File: config.mk
export PLATFORM = sky130hd
export DESIGN_NAME = imem_loader
export DESIGN_NICKNAME = d
export VERILOG_FILES = /design/src/rtl/imem_loader.sv
export SDC_FILE = /design/constraint.sdc
export NUM_CORES = 1
export LEC_CHECK = 0
export ABC_AREA = 0
export CAP_MARGIN = 20
export CORE_MARGIN = 5
export CORE_UTILIZATION = 30
export CTS_BUF_LIST = sky130_fd_sc_hd__clkbuf_4
export DETAILED_ROUTE_END_ITERATION = 6
export PLACE_DENSITY = 0.55
export SYNTH_ARGS = -nofsm -noshare
export SYNTH_HDL_FRONTEND = slang
export SYNTH_SLANG_ARGS = --single-unit
File: constraint.sdc
create_clock -name clk -period 1.98 [get_ports clk]
set_input_delay 0.396 -clock clk [delete_from_list [all_inputs] [get_ports clk]]
set_output_delay 0.396 -clock clk [all_outputs]
set_load 0.02 [all_outputs]
File: src/rtl/imem_loader.sv
// imem_loader: writer side of the instruction memory.
// Receives a framed byte stream (MAGIC, LEN_LO, LEN_HI, 4*N data bytes[, CSUM])
// over valid/ready, packs little-endian 32-bit words, writes them sequentially
// starting at BASE_ADDR and keeps the core in reset until the image is complete.
// Optional feature macro: IMEM_LOADER_CHECKSUM_EN
//   defined   - a trailing XOR checksum byte is expected and verified.
//   undefined - no checksum byte; DONE follows the last word's write cycle.
module imem_loader #(
    parameter int         ADDR_WIDTH = 8,
    parameter int         BASE_ADDR  = 0,
    parameter logic [7:0] MAGIC      = 8'hA5
) (
    input  logic                  clk,
    input  logic                  reset_n,
    input  logic [7:0]            rx_data,
    input  logic                  rx_valid,
    output logic                  rx_ready,
    output logic                  mem_we,
    output logic [ADDR_WIDTH-1:0] mem_addr,
    output logic [31:0]           mem_wdata,
    output logic                  cpu_reset,
    output logic                  done,
    output logic                  error
);

    typedef enum logic [2:0] {
        IDLE   = 3'd0,
        LEN_LO = 3'd1,
        LEN_HI = 3'd2,
        DATA   = 3'd3,
        CSUM   = 3'd4,
        DONE   = 3'd5,
        ERR    = 3'd6
    } loaderStateT;

    // Number of words that fit between BASE_ADDR and the top of memory.
    localparam logic [16:0]           CAPACITY = 17'((1 << ADDR_WIDTH) - BASE_ADDR);
    localparam logic [ADDR_WIDTH-1:0] BASE     = ADDR_WIDTH'(BASE_ADDR);

    loaderStateT stateReg, stateNext;

    logic [7:0]            lenLoReg;
    logic [15:0]           lenReg;
    logic [1:0]            byteCntReg;
    logic [15:0]           wordIdxReg;
    logic [23:0]           wordBuf;
    logic                  memWeReg;
    logic [ADDR_WIDTH-1:0] memAddrReg;
    logic [31:0]           memWdataReg;
    logic                  readyReg;
    logic                  doneReg;
    logic                  errorReg;
    logic                  cpuResetReg;
`ifdef IMEM_LOADER_CHECKSUM_EN
    logic [7:0]            xorReg;
`endif

    logic        accept;
    logic [15:0] lenFull;
    logic        lastByte;
    logic        lastWord;
    logic        draining;
    logic        dataByte;

    assign accept   = rx_valid && readyReg;
    assign lenFull  = {rx_data, lenLoReg};
    assign lastByte = (byteCntReg == 2'd3);
    assign lastWord = ((wordIdxReg + 16'd1) == lenReg);
    // All N words have been written; only reachable without the checksum
    // byte, where DATA spends one extra cycle before DONE. A byte accepted
    // in that cycle lies outside the frame and is dropped.
    assign draining = (wordIdxReg == lenReg);
    assign dataByte = (stateReg == DATA) && accept && !draining;

    // State register.
    always_ff @(posedge clk or negedge reset_n) begin
        if (!reset_n) begin
            stateReg <= IDLE;
        end else begin
            stateReg <= stateNext;
        end
    end

    // Next-state logic for the frame parser.
    always_comb begin
        stateNext = stateReg;
        case (stateReg)
            IDLE: begin
                if (accept && rx_data == MAGIC) stateNext = LEN_LO;
            end
            LEN_LO: begin
                if (accept) stateNext = LEN_HI;
            end
            LEN_HI: begin
                if (accept) begin
                    if ({1'b0, lenFull} > CAPACITY) begin
                        stateNext = ERR;
                    end else if (lenFull == 16'd0) begin
`ifdef IMEM_LOADER_CHECKSUM_EN
                        stateNext = CSUM;
`else
                        stateNext = DONE;
`endif
                    end else begin
                        stateNext = DATA;
                    end
                end
            end
            DATA: begin
`ifdef IMEM_LOADER_CHECKSUM_EN
                if (accept && lastByte && lastWord) stateNext = CSUM;
`else
                if (draining) stateNext = DONE;
`endif
            end
            CSUM: begin
`ifdef IMEM_LOADER_CHECKSUM_EN
                if (accept) stateNext = (rx_data == xorReg) ? DONE : ERR;
`else
                stateNext = DONE;
`endif
            end
            DONE: begin
                if (accept && rx_data == MAGIC) stateNext = LEN_LO;
            end
            ERR: begin
                stateNext = ERR;
            end
            default: begin
                stateNext = IDLE;
            end
        endcase
    end

    // Status outputs registered from the next state so they change together with it.
    always_ff @(posedge clk or negedge reset_n) begin
        if (!reset_n) begin
            readyReg    <= 1'b0;
            doneReg     <= 1'b0;
            errorReg    <= 1'b0;
            cpuResetReg <= 1'b1;
        end else begin
            readyReg    <= (stateNext != ERR);
            doneReg     <= (stateNext == DONE);
            errorReg    <= (stateNext == ERR);
            cpuResetReg <= (stateNext != DONE);
        end
    end

    // Header capture and word counters.
    always_ff @(posedge clk or negedge reset_n) begin
        if (!reset_n) begin
            lenLoReg   <= '0;
            lenReg     <= '0;
            byteCntReg <= '0;
            wordIdxReg <= '0;
        end else begin
            if (stateReg == LEN_LO && accept) begin
                lenLoReg <= rx_data;
            end
            if (stateReg == LEN_HI && accept) begin
                lenReg     <= lenFull;
                byteCntReg <= '0;
                wordIdxReg <= '0;
            end else if (dataByte) begin
                byteCntReg <= byteCntReg + 2'd1;
                if (lastByte) wordIdxReg <= wordIdxReg + 16'd1;
            end
        end
    end

    // Byte lanes 0..2 of the word being assembled; lane 3 goes straight to memory.
    genvar gi;
    generate
        for (gi = 0; gi < 3; gi++) begin : g_lane
            logic [7:0] laneReg;
            always_ff @(posedge clk or negedge reset_n) begin
                if (!reset_n) begin
                    laneReg <= '0;
                end else if (dataByte && byteCntReg == 2'(gi)) begin
                    laneReg <= rx_data;
                end
            end
            assign wordBuf[gi*8 +: 8] = laneReg;
        end
    endgenerate

    // Memory write port: one-cycle pulse after the fourth byte of each word.
    always_ff @(posedge clk or negedge reset_n) begin
        if (!reset_n) begin
            memWeReg    <= 1'b0;
            memAddrReg  <= '0;
            memWdataReg <= '0;
        end else begin
            memWeReg <= 1'b0;
            if (dataByte && lastByte) begin
                memWeReg    <= 1'b1;
                memAddrReg  <= BASE + wordIdxReg[ADDR_WIDTH-1:0];
                memWdataReg <= {rx_data, wordBuf};
            end
        end
    end

`ifdef IMEM_LOADER_CHECKSUM_EN
    // Running XOR over data bytes only.
    always_ff @(posedge clk or negedge reset_n) begin
        if (!reset_n) begin
            xorReg <= '0;
        end else if (stateReg == LEN_HI && accept) begin
            xorReg <= '0;
        end else if (dataByte) begin
            xorReg <= xorReg ^ rx_data;
        end
    end
`endif

    assign rx_ready  = readyReg;
    assign mem_we    = memWeReg;
    assign mem_addr  = memAddrReg;
    assign mem_wdata = memWdataReg;
    assign cpu_reset = cpuResetReg;
    assign done      = doneReg;
    assign error     = errorReg;

endmodule

==> results.txt <==
outcome -> complete, but fails checks
failing checks -> negative setup slack
CTS tree -> built
Switching Fraction -> 23.0%
mux share of post-synthesis cell area -> 18.3%
drt first pass iters -> 4
synthesized net count -> 420
Final WS setup -> -8.55 ps
cells after synthesis -> 404
Clk Tree Root Cell -> clkbuf_4
Pins Over Slew Limit -> 0
vias in the first global route -> 3,676
GRT overflow -> 0
RSZ-0062 raised after global routing -> yes
later-pin clock latency in the skew report -> 520 ps
worst slack at placement -> -429 ps
number of flops mapped to enable cells by yosys -> 0
Int Power -> 0.00303 W
dpl cell area -> 6230 um2
Slew headroom -> 58.5%
Core Box Area -> 16,600 um2
Most used DFF post-synth -> dfrtp_1
peak supply drop -> 0.265 mV
Num CTS Buffers -> 17
Slew @ Worst Pin -> 622 ps
post-synthesis xor/xnor area fraction -> 2.75%
Achievable Freq -> 0.503 GHz
Simple-Gate Fraction of Synth Area -> 13.9%
FFs w/ async S/R, synth -> 100%
clock network power share -> 37.8%
CP Class -> reg2reg
wirelength, routed -> 12.4 mm
Pwr Density -> 599 nW/um2
FP Rows -> 47
DR WL/cell -> 16.7 um
Seq cells post-synth -> 114
worst hold path startpoint -> mem_wdata[7]$_DFFE_PN0P_
Post-Place Cells -> 702
initial antenna violation count -> 1
Final Hold Fails -> 0
DIE HEIGHT -> 140 um
Synth Warn # -> 0
CP startpoint -> wordIdxReg[12]$_DFFE_PN0P_
reg-to-reg endpoint -> mem_wdata[29]$_DFFE_PN0P_
Psw -> 0.000907 W
hold path depth -> 1
Synth cell types -> 44
R2R depth -> 6
design area -> 6560 um2
register area share after synthesis -> 56.0%
Residual DRC -> 0
Area Overhead vs Synth -> 28.7%
Max Cap Viol -> 0
startpoint types -> register
Worst Hold Class -> reg2reg
Nets -> 523
Tcrit/Tclk final -> 100%
first-pass GRT wire length -> 20.0 mm
CTS max path bufs -> 2
Comb pwr share -> 3.0%
sequential share of power -> 59.1%
H-tree levels -> 4
Clock Skew -> 29.0 ps
largest family of logic cells by synthesized area -> multiplexers
fin cells -> 742
vias per inst -> 4.77
Setup Total Neg Slack -> -21.1 ps
Ports -> 56
FF-to-FF Start -> wordIdxReg[12]$_DFFE_PN0P_
gpl congestion -> 0.834
Worst EP arrival -> 2380 ps
Avg Inst Size Synth -> 12.6 um2
DP HPWL -> 8.53 mm
Setup violations, final -> 4
Antenna Nets Post-Route -> 0
Crit Path Max Fanout -> 12
IO Port Bufs -> 55
required time worst endpoint -> 2370 ps
Tmin final -> 1990 ps
R2R Setup Slk -> -9 ps
initial detailed-routing violation count -> 187
Die Area -> 19,700 um2
largest net degree at the start of global routing -> 115
Initial Util -> 30.6%
Lkg Pwr -> 3.35 nW
Crit. End Element -> register
worst setup path end -> mem_wdata[29]$_DFFE_PN0P_
clock sink count -> 114
adder-cell share of the synthesized area -> 1.23%
Vias -> 3,543
compound-gate portion of the synthesized area -> 4.74%
share of cells above drive strength 1 -> 25.6%
die width -> 140 um
Overall Global Routing Usage -> 13.0%
final core occ -> 39.4%
Post-Syn Area -> 5100 um2
Reg clk slew, reported paths -> 110 ps
## cell usage in the layout (no fill, tap or decap), drive strengths merged, types with 2 or more instances in the layout
| master | Yosys | routed |
|---|---|---|
| nor4 | 8 | 8 |
| nor3 | 2 | 2 |
| and3 | 10 | 10 |
| buf | 14 | 49 |
| mux2 | 72 | 72 |
| dfrtp | 113 | 113 |
| o31ai | 8 | 8 |
| and2 | 3 | 3 |
| nand2 | 58 | 58 |
| clkdlybuf4s50 | 0 | 44 |
| nand3 | 12 | 12 |
| nor2 | 4 | 4 |
| dlymetal6s2s | 0 | 8 |
| a21oi | 16 | 16 |
| nand4 | 11 | 11 |
| o21ai | 10 | 10 |
| xor2 | 16 | 16 |
| or3 | 7 | 7 |
| nand2b | 2 | 2 |
| inv | 5 | 5 |
| or4 | 8 | 8 |
| mux2i | 3 | 3 |
| diode | 0 | 2 |
| dlygate4sd2 | 0 | 2 |
| clkinv | 0 | 8 |
| ha | 5 | 5 |
| clkbuf | 7 | 23 |
## flip-flops by register name (all words and copies together) (netlist names), 2 cells and up
signal and count:
mem_wdata 32, g_lane.laneReg 24, lenReg 16, wordIdxReg 16, lenLoReg 8, mem_addr 8, stateReg 3, byteCntReg 2
## worst min-delay path by stage
stage / to
2_1_floorplan: byteCntReg[0]$_DFFE_PN0P_
3_3_place_gp: mem_wdata[3]$_DFFE_PN0P_
3_5_place_dp: mem_wdata[25]$_DFFE_PN0P_
4_1_cts: wordIdxReg[11]$_DFFE_PN0P_
5_1_grt: mem_addr[3]$_DFFE_PN0P_
6_report: mem_wdata[7]$_DFFE_PN0P_
## critical path: stages, from the launching register on
cell     delay (ps)
dfrtp_1         430
xor2_1          160
nor4_2          370
and4_4          320
nor2_4          100
buf_12          160
mux2_1          310
## per-stage QoR
| stage | power (W) | hold slack [ps] |
|---|---|---|
| floorplan | 0.00238 | 100 |
| global placement | 0.00249 | 467 |
| detailed placement | 0.00250 | 474 |
| CTS | 0.00400 | 485 |
| global route | 0.00411 | 502 |
| finish | 0.00393 | 489 |
## final cells by class
class	instances	area (um2)
flip-flops and latches	114	2850
repair buffers	105	1040
diodes	2	5.00
clock buffers	22	165
well taps	220	275
inverters	5	18.8
fillers	1571	10100
clock inverters	10	70.1
multi-input cells	264	2140
## cells in the mapped netlist (2+ instances only)
master,number,share of area [%]
and3_1,10,1.2
nor4_2,4,0.98
buf_6,8,1.8
buf_2,5,0.49
nor4_1,3,0.37
nor2_1,3,0.22
mux2_4,24,7.1
xor2_1,16,2.7
a21oi_1,16,1.6
and2_1,2,0.25
mux2i_1,3,0.59
or4_1,7,1.0
mux2_2,8,1.8
nand4_1,10,1.2
nand2_1,58,4.3
nand2b_1,2,0.25
mux2_1,40,8.8
o31ai_1,8,1.2
o21ai_1,3,0.29
or3_1,7,0.86
ha_1,5,1.2
nand3_1,12,1.2
dfrtp_1,113,55
o21ai_0,7,0.69
inv_1,5,0.37
clkbuf_1,7,0.52
## layer usage
layer / part of all wire [%] / track usage, % / up-vias / wire length [um]
li1: - / - / 1651 / -
met5: 0 / 0 / - / 0
met1: 47 / 17.1 / 1799 / 5770
met3: 4.7 / 4.02 / 14 / 584
met2: 47 / 20.5 / 79 / 5840
met4: 1.4 / 3.88 / 0 / 168
## cell families (layout without fill, tap and decap cells)
family	Yosys count	after routing
AND/OR/NAND/NOR	128	128
other	0	2
AO/OA/AOI/OAI	40	40
multiplexers	75	75
flip-flops	114	114
buffers and inverters	26	142
adder cells (fa/ha/maj)	5	5
XOR/XNOR	16	16
## power by group through the flow
stage          clock [W]  sequential, W  combinational (W)
3_5_place_dp           0        0.00237           0.000123
3_3_place_gp           0        0.00237           0.000122
6_report         0.00149        0.00233           0.000119
2_1_floorplan          0        0.00237         0.00000515
4_1_cts          0.00155        0.00233           0.000125
5_1_grt          0.00165        0.00233           0.000134
## timing repair
item,in CTS,in global routing
gates cloned,0,2
pin swaps,2,2
gates resized for setup,5,16
setup buffers,2,4
endpoints found under the hold margin,113,0
setup endpoints to repair,62,74
hold buffers,1,0
(Power assumes the default switching activity.)
